===== config.mk =====
export PLATFORM = sky130hd
export DESIGN_NAME = spi_arb
export DESIGN_NICKNAME = d
export VERILOG_FILES = /design/src/rtl/spi_pkg.sv /design/src/rtl/spi_arb_rr_pick.sv /design/src/rtl/spi_arb.sv
export SDC_FILE = /design/constraint.sdc
export NUM_CORES = 1
export LEC_CHECK = 0
export ABC_CLOCK_PERIOD_IN_PS = 2840
export BUFFER_PORTS_ARGS = -buffer_cell sky130_fd_sc_hd__buf_4
export CAP_MARGIN = 40
export CORE_MARGIN = 2
export CORE_UTILIZATION = 54
export CTS_BUF_LIST = sky130_fd_sc_hd__clkbuf_4 sky130_fd_sc_hd__clkbuf_8
export DETAILED_ROUTE_END_ITERATION = 8
export GPL_ROUTABILITY_DRIVEN = 0
export PLACE_DENSITY = 0.83
export SLEW_MARGIN = 20
export SYNTH_ARGS = -nofsm -noshare
export SYNTH_HDL_FRONTEND = slang
export SYNTH_HIERARCHICAL = 1
export SYNTH_SLANG_ARGS = --single-unit

===== constraint.sdc =====
create_clock -name clk -period 2.84 [get_ports clk]
set_input_delay 0.284 -clock clk [delete_from_list [all_inputs] [get_ports clk]]
set_output_delay 0.284 -clock clk [all_outputs]
set_load 0.02 [all_outputs]

===== src/rtl/spi_pkg.sv =====
// Shared definitions for the SPI master arbiter: sequencer state encoding and mode bit layout.
// Pure constants; no logic and no timing.
package spi_pkg;

  localparam int DEF_DATA_W = 8;

  // Layout of a requester's {cpol,cpha} mode pair
  localparam int CPOL_BIT = 1;
  localparam int CPHA_BIT = 0;

  localparam logic [2:0] ST_IDLE    = 3'd0;
  localparam logic [2:0] ST_START   = 3'd1;
  localparam logic [2:0] ST_WAIT_LO = 3'd2;
  localparam logic [2:0] ST_BUSY    = 3'd3;
  localparam logic [2:0] ST_DONE    = 3'd4;

endpackage


===== src/rtl/spi_arb_rr_pick.sv =====
// Round-robin priority selector: the first requester after last_gnt wins (one-hot win plus index).
// Purely combinational; no backpressure of its own.
module rr_pick #(
  parameter int N_REQ = 4,
  parameter int IW    = $clog2(N_REQ)
) (
  input  logic [N_REQ-1:0] req,
  input  logic [IW-1:0]    last_gnt,
  output logic [N_REQ-1:0] win,
  output logic [IW-1:0]    win_idx,
  output logic             vld
);

  logic [IW:0] cand;

  always_comb begin
    win     = '0;
    win_idx = '0;
    vld     = 1'b0;
    cand    = '0;
    // Walk N_REQ slots starting just after last_gnt, wrapping back to 0
    for (int k = 1; k <= N_REQ; k++) begin
      cand = {1'b0, last_gnt} + (IW+1)'(k);
      if (cand >= (IW+1)'(N_REQ)) begin
        cand = cand - (IW+1)'(N_REQ);
      end
      if (!vld && req[cand[IW-1:0]]) begin
        vld               = 1'b1;
        win[cand[IW-1:0]] = 1'b1;
        win_idx           = cand[IW-1:0];
      end
    end
  end

endmodule


===== src/rtl/spi_arb.sv =====
// Shares one SPI master between N_REQ requesters: round-robin grant, start/mode/data drive, done on cs rise.
// Grant 1 cycle after req, m_start 2 cycles after req; requesters hold req until done, watchdog aborts stalls.
module spi_arb
  import spi_pkg::*;
#(
  parameter int N_REQ  = 4,
  parameter int DATA_W = DEF_DATA_W,
  parameter int TO_CYC = 4096
) (
  input  logic                  clk,
  input  logic                  rst,
  input  logic [N_REQ-1:0]      req,
  input  logic [N_REQ*DATA_W-1:0] req_dat,
  input  logic [N_REQ*2-1:0]    req_mode,
  output logic [N_REQ-1:0]      gnt,
  output logic [N_REQ-1:0]      done,
  output logic                  err,
  output logic [DATA_W-1:0]     rsp_dat,
  output logic                  m_start,
  output logic                  m_cpol,
  output logic                  m_cpha,
  output logic [DATA_W-1:0]     m_p_dat,
  input  logic                  m_cs,
  input  logic [DATA_W-1:0]     m_rcvd
);

  localparam int IW   = $clog2(N_REQ);
  localparam int WD_W = $clog2(TO_CYC + 1);

  logic [2:0]        state;
  logic [IW-1:0]     last_gnt;
  logic [IW-1:0]     gnt_idx;
  logic [WD_W-1:0]   wd;
  logic [WD_W-1:0]   wd_inc;
  logic              wd_hit;

  logic [N_REQ-1:0]  win;
  logic [IW-1:0]     win_idx;
  logic              pick_vld;
  logic [DATA_W-1:0] sel_dat;
  logic [1:0]        sel_mode;

  rr_pick #(
    .N_REQ (N_REQ),
    .IW    (IW)
  ) u_rr_pick (
    .req      (req),
    .last_gnt (last_gnt),
    .win      (win),
    .win_idx  (win_idx),
    .vld      (pick_vld)
  );

  assign sel_dat  = req_dat[int'(win_idx)*DATA_W +: DATA_W];
  assign sel_mode = req_mode[int'(win_idx)*2 +: 2];

  // Saturating watchdog; the hit fires on the TO_CYC-th cycle spent in the phase
  assign wd_inc = (wd == WD_W'(TO_CYC)) ? wd : wd + 1'b1;
  assign wd_hit = (wd == WD_W'(TO_CYC - 1));

  always_ff @(posedge clk) begin
    if (rst) begin
      state    <= ST_IDLE;
      last_gnt <= IW'(N_REQ - 1);
      gnt_idx  <= '0;
      wd       <= '0;
      gnt      <= '0;
      done     <= '0;
      err      <= 1'b0;
      rsp_dat  <= '0;
      m_start  <= 1'b0;
      m_cpol   <= 1'b0;
      m_cpha   <= 1'b0;
      m_p_dat  <= '0;
    end else begin
      done <= '0;
      err  <= 1'b0;
      case (state)
        ST_IDLE: begin
          if (pick_vld) begin
            gnt     <= win;
            gnt_idx <= win_idx;
            m_cpol  <= sel_mode[CPOL_BIT];
            m_cpha  <= sel_mode[CPHA_BIT];
            m_p_dat <= sel_dat;
            state   <= ST_START;
          end
        end
        ST_START: begin
          m_start <= 1'b1;
          wd      <= '0;
          state   <= ST_WAIT_LO;
        end
        ST_WAIT_LO: begin
          if (!m_cs) begin
            m_start <= 1'b0;
            wd      <= '0;
            state   <= ST_BUSY;
          end else if (wd_hit) begin
            m_start <= 1'b0;
            done    <= gnt;
            err     <= 1'b1;
            state   <= ST_DONE;
          end else begin
            wd <= wd_inc;
          end
        end
        ST_BUSY: begin
          if (m_cs) begin
            rsp_dat <= m_rcvd;
            done    <= gnt;
            state   <= ST_DONE;
          end else if (wd_hit) begin
            done  <= gnt;
            err   <= 1'b1;
            state <= ST_DONE;
          end else begin
            wd <= wd_inc;
          end
        end
        ST_DONE: begin
          gnt      <= '0;
          last_gnt <= gnt_idx;
          wd       <= '0;
          state    <= ST_IDLE;
        end
        default: state <= ST_IDLE;
      endcase
    end
  end

endmodule


After elaboration in Yosys (flattened, before gate mapping)
Index checks and enable logic that the tools add are counted.
{"block": "totals", "register_bits": 48, "input_bits": 55, "word_cells": 122}
{"block": "classes", "n_addsub": 9, "magnitude_cmp": 12, "eq_ne": 9, "n_shift": 2, "n_mux": 55, "bitwise": 3, "reduce_logical": 20}
{"operator": "$mux 13", "count": 4}
{"operator": "$pmux 13 s3", "count": 1}
{"operator": "$mux 4", "count": 8}
{"operator": "$shiftx 32x6->8", "count": 1}
{"operator": "$mux 1", "count": 17}
{"operator": "$mux 2", "count": 8}
{"operator": "$pmux 4 s2", "count": 2}
{"operator": "$add 13x1->13 const B", "count": 1}
{"operator": "$eq 13x12->1 const B", "count": 1}
{"operator": "$eq 13x13->1 const B", "count": 1}
{"operator": "$ge 3x3->1 const B", "count": 4}
{"operator": "$lt 2x3->1 const B", "count": 4}
{"operator": "$mux 3", "count": 4}
{"operator": "$or 4x4->4", "count": 3}
{"operator": "$pmux 3 s4", "count": 1}
{"operator": "$reduce_and 2->1", "count": 5}
{"operator": "$bmux 1 s2", "count": 4}
{"operator": "$demux 1 s2", "count": 4}
{"operator": "$ge 2x1->1 const B", "count": 4}
{"operator": "$shiftx 8x4->2", "count": 1}
{"operator": "$sub 2x1->2 const B", "count": 4}
{"operator": "$logic_and 1x1->1", "count": 7}
{"operator": "$add 2x2->3 const B", "count": 2}
{"operator": "$eq 3x2->1 const B", "count": 2}
{"operator": "other kinds (12)", "count": 17}

Depth between registers and ports, before layout
Gate-level depths: netlist of run 1.
{"block": "logic_depth", "ltp_word": 17, "mapped_depth": 12}

Hierarchy
The synthesis of run 1 kept the hierarchy.
{"module": "spi_arb", "instances": 1, "cells_per_inst": 257, "area_each_um2": 2297.2}
{"module": "rr_pick", "instances": 1, "cells_per_inst": 68, "area_each_um2": 525.5}

Worst setup path after synthesis of run 1
OpenSTA, ideal clock, no wires.
{"block": "synth_timing", "path_kind": "reg-to-reg", "start": "register last_gnt[0]", "end": "register m_p_dat[1]", "setup_time_ps": 132, "arrival_time_ps": 2462, "t_required_ps": 2708, "setup_slack_ps": 246, "path_stages_with_launch": 13, "n_path_buf": 3, "period_less_slack_ps": 2594, "cell_sequence": "dfxtp_1 -> buf_4 -> inv_2 -> ha_1 -> buf_6 -> a21oi_2 -> nor3_1 -> nor2_2 -> o31a_1 -> buf_2 -> mux4_2 -> nand2_1 -> a21oi_1"}
{"block": "synth_between", "elab_chain_cells": 16, "word_cells_on_any_way": 40, "classes_between": "8 x add/sub; 4 x order compare; 1 x shift; 20 x mux; 7 x reduce/logical"}
{"element": "from (decl)", "line": "spi_arb.sv:31", "source": "logic [IW-1:0] last_gnt;"}
{"element": "from (signal assigned)", "line": "spi_arb.sv:64", "source": "last_gnt <= IW'(N_REQ - 1);"}
{"element": "from (signal assigned)", "line": "spi_arb.sv:123", "source": "last_gnt <= gnt_idx;"}
{"element": "$add 2x1->3", "line": "spi_arb_rr_pick.sv:23", "source": "cand = {1'b0, last_gnt} + (IW+1)'(k);"}
{"element": "$ge 3x3->1 or $sub 2x1->2 (tied branches)", "line": "spi_arb_rr_pick.sv:24, spi_arb_rr_pick.sv:25"}
{"element": "$mux 2", "line": "spi_arb_rr_pick.sv:24", "source": "if (cand >= (IW+1)'(N_REQ)) begin"}
{"element": "$bmux 1 s2", "line": "spi_arb_rr_pick.sv:27", "source": "if (!vld && req[cand[IW-1:0]]) begin"}
{"element": "$mux 1 (implied by the code)", "line": "spi_arb_rr_pick.sv:27"}
{"element": "$mux 1", "line": "spi_arb_rr_pick.sv:27"}
{"element": "$logic_not 1->1", "line": "spi_arb_rr_pick.sv:27"}
{"element": "$logic_and 1x1->1", "line": "spi_arb_rr_pick.sv:27"}
{"element": "$mux 1", "line": "spi_arb_rr_pick.sv:27"}
{"element": "$logic_not 1->1", "line": "spi_arb_rr_pick.sv:27"}
{"element": "$logic_and 1x1->1", "line": "spi_arb_rr_pick.sv:27"}
{"element": "$mux 1", "line": "spi_arb_rr_pick.sv:27"}
{"element": "$logic_not 1->1", "line": "spi_arb_rr_pick.sv:27"}
{"element": "$logic_and 1x1->1", "line": "spi_arb_rr_pick.sv:27"}
{"element": "$mux 2 (*)", "line": "spi_arb_rr_pick.sv:27"}
{"element": "via win_idx[0]", "line": "spi_arb.sv:38", "source": "logic [IW-1:0] win_idx;"}
{"element": "$shiftx 32x6->8 (*)", "line": "spi_arb.sv:54", "source": "assign sel_dat = req_dat[int'(win_idx)*DATA_W +: DATA_W];"}
{"element": "to (signal assigned)", "line": "spi_arb.sv:85", "source": "m_p_dat <= sel_dat;"}
{"element": "to (decl)", "line": "spi_arb.sv:22", "source": "output logic [DATA_W-1:0] m_p_dat,"}
Mark *: on every way through the listed nets, which the timed path passes. The rest lies on a longest branch. The select of a mux whose other input is x is not followed.
A chain may end at the register's enable or synchronous reset.

Worst setup path after layout of run 1
{"block": "layout_timing", "start": "register last_gnt[1]", "end": "register m_p_dat[4]"}
The elaborated chain is that of the path after synthesis.

==> summary.txt, run 1 <==
first-pass GRT wire length = 11.4 mm
EDFF count, synth = 0
hold_ws = 214 ps
Slew Viols, Final = 0
TritonRoute pass-1 iters = 4
Core Area = 0.00507 sq mm
CTS Buffer Depth = 2
Setup Buffers After CTS = 0
die span in y = 76.3 um
vias in the first global route = 2557
Tcrit/Tclk final = 0.905
Slew Limit Headroom = 0.446
worst hold path type = primary input to flop
drt via density = 5.78
via count = 2698
Max Clock Freq = 389 MHz
Async SR Flop Fraction = 0
Pleak = 1.43 nW
Nets = 461
leading area contributor after synthesis = dfxtp_1
clk_lat worst skew = 310 ps
layout cell share with drive strength beyond 1 = 0.295
area occupied by multi-input gates = 0.00168 sq mm
outcome = finished clean
final worst slack = 271 ps
Yosys top cell area share = 0.340
DR iter-0 viols = 164
post-place setup slack = 17.8 ps
CTS root buf = clkbuf_8
I/O Buffers = 82
Mapped Nets = 390
largest net degree at the start of global routing = 35
Sink Count = 48
Tmin final = 2570 ps
Reg2Reg Setup Slack = 270 ps
n_diodes = 0
crit path from = last_gnt[1]
Routed WL = 6.65 mm
Overflow after GRT = 0
Data required, critical path = 3030 ps
Avg WL per Cell = 14.2 um
Reg-to-Reg Start = last_gnt[1]
filler cell count = 444
TritonCTS Buffers = 5
hpwl dp = 4.89 mm
DRT antenna net count = 0
Initial Util = 0.556
FF-to-FF End = m_p_dat[4]
WS Path Type = flop to flop
final total negative setup slack = 0 ps
Netlist cell types = 53
R2R cell count = 10
die area = 0.00582 sq mm
Critical Path AT = 2760 ps
Tightest Pin Transition = 825 ps
Cell Pwr Density = 463 mW/mm^2
total power = 1.62 mW
final setup vio count = 0
crit path capture type = flop
synthesized area per cell = 8.69 sq um
Synth Register Bits = 48
Worst Path Max Fanout = 11
cell area after synthesis = 0.00282 sq mm
CTS tree = yes
die width = 76.3 um
Syn. warnings = 6
IO Pins = 83
Fin Clk Skew = 7.95 ps
Post-Synthesis Cells = 325
Max VDD drop = 0.000276 V
unrepaired setup endpoints after global routing = no
Critical Path Sink = m_p_dat[4]
Top FF cell, synth = dfxtp_1
Final Hold Vio Count = 0
ranking of synthesized cells by area = dfxtp_1 (34%), mux4_2 (8.8%), nand2_1 (8.2%)
startpoint types = flop
Total GRT Usage = 0.236
row count = 26
register area = 963 sq um
clk slew on worst S/H paths = 90 ps
DRC = 0
max-capacitance violation count = 0
CTS H-Tree Depth = 2
post-synthesis sequential area ratio = 0.340
antenna violations before repair = 0
area grow syn2layout = 24.4%
min-delay src = m_rcvd[7]
power by group:
part           switching, mW  internal (mW)  leakage (nW)  total, mW
clock network          0.241          0.261        0.0541      0.501
logic                  0.206          0.177         0.991      0.383
registers             0.0317          0.709         0.389      0.740
worst min-delay path by stage:
stage / endpoint / cells after the start
2_1_floorplan: rsp_dat[0] / 2
3_3_place_gp: gnt_idx[1] / 2
3_5_place_dp: gnt_idx[0] / 2
4_1_cts: rsp_dat[4] / 3
5_1_grt: rsp_dat[4] / 3
6_report: rsp_dat[7] / 3
metrics by stage:
step	util	cell area [sq um]	instances
after floorplan	-	2820	325
after global placement	0.669	3400	459
after detailed placement	0.669	3400	459
after CTS	0.691	3510	467
after global routing	0.692	3510	467
final	0.692	3510	467
metal layers:
metal / track usage / up-vias / wire length, um
li1: - / 1338 / -
met1: 0.277 / 1273 / 2700
met2: 0.431 / 77 / 3520
met3: 0.0450 / 10 / 318
met4: 0.0764 / 0 / 108
met5: 0 / - / 0
cells in the final DEF, fill, tap and decap left out, drive strengths merged, types with 2 or more instances in the layout:
cell | netlist | final
buf | 12 | 85
nand2 | 62 | 62
dfxtp | 48 | 48
a21oi | 35 | 35
nor2 | 15 | 15
o21ai | 14 | 14
mux4 | 11 | 11
ha | 10 | 10
nand3 | 9 | 9
inv | 9 | 9
and3 | 8 | 8
or4 | 8 | 8
nor3 | 7 | 7
o31ai | 6 | 6
or3 | 5 | 5
o211ai | 5 | 5
clkbuf | 9 | 5
a22oi | 4 | 4
nor4 | 4 | 4
a221o | 4 | 4
mux2i | 4 | 4
nand4 | 3 | 3
and2 | 3 | 3
a211oi | 3 | 3
and4 | 2 | 2
a211o | 2 | 2
a31oi | 2 | 2
nor4b | 2 | 2
or3b | 2 | 2
o31a | 2 | 2
a21boi | 2 | 2
a221oi | 2 | 2
state kept, by name, indices dropped and copies added, names as in the netlist, 2 cells and up:
signal	count
rsp_dat	8
last_gnt	2
gnt_idx	2
state	3
done	4
m_p_dat	8
wd	13
gnt	4
area by class of cell:
class	count	share of cell area
Clock buffer	5	0.0196
Multi-Input combinational cell	247	0.478
Inverter	9	0.00962
Tap cell	70	0.0249
Sequential cell	48	0.274
Timing Repair Buffer	85	0.182
Clock inverter	3	0.0121
Yosys cell counts (all sizes together), types with 9 or more instances:
| master | number |
|---|---|
| a21oi | 35 |
| nand2 | 62 |
| dfxtp | 48 |
| buf | 12 |
| ha | 10 |
| inv | 9 |
| mux4 | 11 |
| nor2 | 15 |
| nand3 | 9 |
| o21ai | 14 |
| clkbuf | 9 |
cells by family after synthesis:
kind of cell               count (synthesis)  share of synthesized area
and+or+nand+nor                          134                      0.234
muxes                                     15                      0.106
AOI/OAI and AO/OA                         87                      0.206
buffers and inverters                     30                     0.0656
DFF                                       48                      0.340
adders and majority gates                 10                     0.0443
xor gates and xnor gates                   1                    0.00310
worst max-delay path, cell delays in order, from the launching register on:
cell and delay [ps]:
dfxtp_2 450, inv_1 170, ha_1 470, a21oi_2 170, nor3_1 60, nor2_2 80
o31a_1 130, buf_4 230, mux4_2 530, nand2_1 80, a21oi_1 70
what timing repair did:
item	CTS	global route
endpoints found under the hold margin	0	0
setup endpoints to repair	0	10
gates resized for setup	0	3
hold buffers	0	0
(Power assumes the default switching activity.)
==> run 2, diff against run 1 <==
--- a/config.mk
+++ b/config.mk
@@ -5,12 +5,13 @@
 export SDC_FILE = /design/constraint.sdc
 export NUM_CORES = 1
 export LEC_CHECK = 0
-export ABC_CLOCK_PERIOD_IN_PS = 2840
+export ABC_CLOCK_PERIOD_IN_PS = 2550
 export BUFFER_PORTS_ARGS = -buffer_cell sky130_fd_sc_hd__buf_4
 export CAP_MARGIN = 40
 export CORE_MARGIN = 2
 export CORE_UTILIZATION = 54
 export CTS_BUF_LIST = sky130_fd_sc_hd__clkbuf_4 sky130_fd_sc_hd__clkbuf_8
+export CTS_CLUSTER_SIZE = 16
 export DETAILED_ROUTE_END_ITERATION = 8
 export GPL_ROUTABILITY_DRIVEN = 0
 export PLACE_DENSITY = 0.83
==> constraint.sdc (replaced) <==
create_clock -name clk -period 2.55 [get_ports clk]
set_input_delay 0.255 -clock clk [delete_from_list [all_inputs] [get_ports clk]]
set_output_delay 0.255 -clock clk [all_outputs]
set_load 0.02 [all_outputs]
==> summary.txt, run 2 (synthesis gave the netlist of run 1 again) <==
CP cell instances = mux4_2 > a21oi_2 > nor3_1 > nor2_2 > o31a_1 > buf_12 > mux4_2 > nand2_1 > a21oi_1 (was inv_1 > ha_1 > a21oi_2 > nor3_1 > nor2_2 > o31a_1 > buf_4 > mux4_2 > nand2_1 > a21oi_1)
internal power = 1.38 mW (was 1.15 mW)
final worst slack = 135 ps (was 271 ps)
Slew Viols, Final = 0 (unchanged)
max reg flops = 13 (unchanged)
Layout Cells excl Fill = 472 (was 467)
I/O Buffers = 82 (unchanged)
TritonRoute pass-1 iters = 4 (unchanged)
TritonCTS Buffers = 5 (unchanged)
Nets = 467 (was 461)
clk_lat worst skew = 300 ps (was 310 ps)
CTS H-Tree Depth = 2 (unchanged)
Initial Util = 0.556 (unchanged)
antenna violations before repair = 0 (unchanged)
CP max-delay cell = mux4_2 (unchanged)
Data required, critical path = 2730 ps (was 3030 ps)
outcome = finished clean (unchanged)
Critical Path Max Stage Delay = 560 ps (was 530 ps)
die span in y = 76.3 um (unchanged)
register area = 962 sq um (was 963 sq um)
DRC = 0 (unchanged)
CTS tree = yes (unchanged)
vias in the first global route = 2478 (was 2557)
layout cell share with drive strength beyond 1 = 0.299 (was 0.295)
Final Hold Vio Count = 0 (unchanged)
area grow syn2layout = 26.9% (was 24.4%)
CTS Buffer Depth = 2 (unchanged)
Fin Clk Skew = 5.97 ps (was 7.95 ps)
CTS root buf = clkbuf_8 (unchanged)
Sink Count = 48 (unchanged)
DRT antenna net count = 0 (unchanged)
filler cell count = 436 (was 444)
Comb pwr share = 0.231 (was 0.236)
placed cell area = 0.00345 sq mm (was 0.00340 sq mm)
Max VDD drop = 0.000361 V (was 0.000276 V)
placed insts = 464 (was 459)
Regs by FF count = wd x13, m_p_dat x8, rsp_dat x8 (unchanged)
max-capacitance violation count = 0 (unchanged)
switching share of power = 0.271 (was 0.294)
Total GRT Usage = 0.231 (was 0.236)
Crit path top cell by count = mux4_2
DR iter-0 viols = 202 (was 164)
hpwl dp = 4.99 mm (was 4.89 mm)
post-route cell area = 0.00358 sq mm (was 0.00351 sq mm)
worst hold path type = primary input to flop (unchanged)
Cell Pwr Density = 528 mW/mm^2 (was 463 mW/mm^2)
clk slew on worst S/H paths = 80 ps (was 90 ps)
Reg with most FFs = wd (unchanged)
Bufs and invs on worst path = 1 (was 2)
Avg WL per Cell = 14.4 um (was 14.2 um)
area occupied by multi-input gates = 0.00168 sq mm (about the same)
most frequent cells in the layout = buf_4 (89), nand2_1 (62), dfxtp_1 (47) (was buf_4 (85), nand2_1 (62), dfxtp_1 (46))
commonest non-fill, non-tap cell in the layout = buf_4 (unchanged)
Overflow after GRT = 0 (unchanged)
Critical Path AT = 2590 ps (was 2760 ps)
via count = 2715 (was 2698)
total power = 1.89 mW (was 1.62 mW)
clock power share = 0.334 (was 0.309)
final total negative setup slack = 0 ps (unchanged)
post-place setup slack = 85.5 ps (was 17.8 ps)
crit path capture type = flop (unchanged)
startpoint types = flop (unchanged)
Core Area = 0.00507 sq mm (unchanged)
Worst Path Max Fanout = 11 (unchanged)
unrepaired setup endpoints after global routing = no (unchanged)
Tightest Pin Transition = 684 ps (was 825 ps)
die area = 0.00582 sq mm (unchanged)
first-pass GRT wire length = 11.2 mm (was 11.4 mm)
Tmin final = 2420 ps (was 2570 ps)
Slew Limit Headroom = 0.541 (was 0.446)
Routed WL = 6.77 mm (was 6.65 mm)
Psw = 513 uW (was 478 uW)
drt via density = 5.75 (was 5.78)
row count = 26 (unchanged)
IO Pins = 83 (unchanged)
WS Path Type = flop to flop (unchanged)
family with the most delay on the worst path = multiplexers (unchanged)
Max Clock Freq = 414 MHz (was 389 MHz)
Pleak = 1.48 nW (was 1.43 nW)
Flop pwr share = 0.435 (was 0.456)
hold buffers post-CTS = 0 (unchanged)
Tcrit/Tclk final = 0.947 (was 0.905)
largest net degree at the start of global routing = 35 (unchanged)
final setup vio count = 0 (unchanged)
n_diodes = 0 (unchanged)
die width = 76.3 um (unchanged)
-- run 2: cell count changes in the layout (fill, tap and decap cells not counted), sizes merged --
cell / change
clkbuf: +1
clkinv: -1
buf: +5
clkinvlp: -1
bufinv: +1
-- run 2: power groups by stage --
| stage | clock (mW) | sequential (mW) | combinational [mW] |
|---|---|---|---|
| global route | 0.674 | 0.831 | 0.479 |
| global placement | 0 | 0.838 | 0.427 |
| detailed placement | 0 | 0.840 | 0.436 |
| finish | 0.632 | 0.823 | 0.437 |
| CTS | 0.645 | 0.823 | 0.437 |
| floorplan | 0 | 0.864 | 0.272 |
-- run 2: path summary, 6_finish.rpt --
check / to / start / slack (ps) / depth (start not counted)
worst min register to register: rsp_dat[4] / rsp_dat[4] / 460 / 2
worst max register to register: m_cpol / last_gnt[0] / 130 / 9
worst min-delay path: rsp_dat[2] / m_rcvd[2] / 190 / 3
worst max-delay path: m_cpol / last_gnt[0] / 130 / 9
-- run 2: tightest hold or removal path: stages --
cell     delay, ps
buf_4          100
nand2_1         40
a21oi_1         50
-- run 2: stage by stage --
stage               hold WS (ps)   util
floorplan                    391      -
detailed placement           448  0.679
global placement             442  0.679
finish                       194  0.706
global route                 191  0.706
CTS                          190  0.705
-- run 2: area by class of cell --
cell class,count,share of cell area
clock inverter,2,0.0168
inverter,9,0.00943
sequential,48,0.269
tap,70,0.0244
clock buffer,5,0.0192
timing repair buffer,91,0.194
multi-input combinational,247,0.468
-- run 2: timing repair --
item	4_1_cts	5_1_grt
buffers inserted	0	0
resized for setup	0	1
hold endpoints to repair	0	0
setup endpoints to repair	0	10
-- run 2: metal layers --
layer / up-vias / wire length, um / track usage
met5: - / 0 / 0
met4: 0 / 146 / 0.0818
met3: 14 / 292 / 0.0355
met2: 69 / 3540 / 0.419
met1: 1284 / 2790 / 0.276
li1: 1348 / - / -
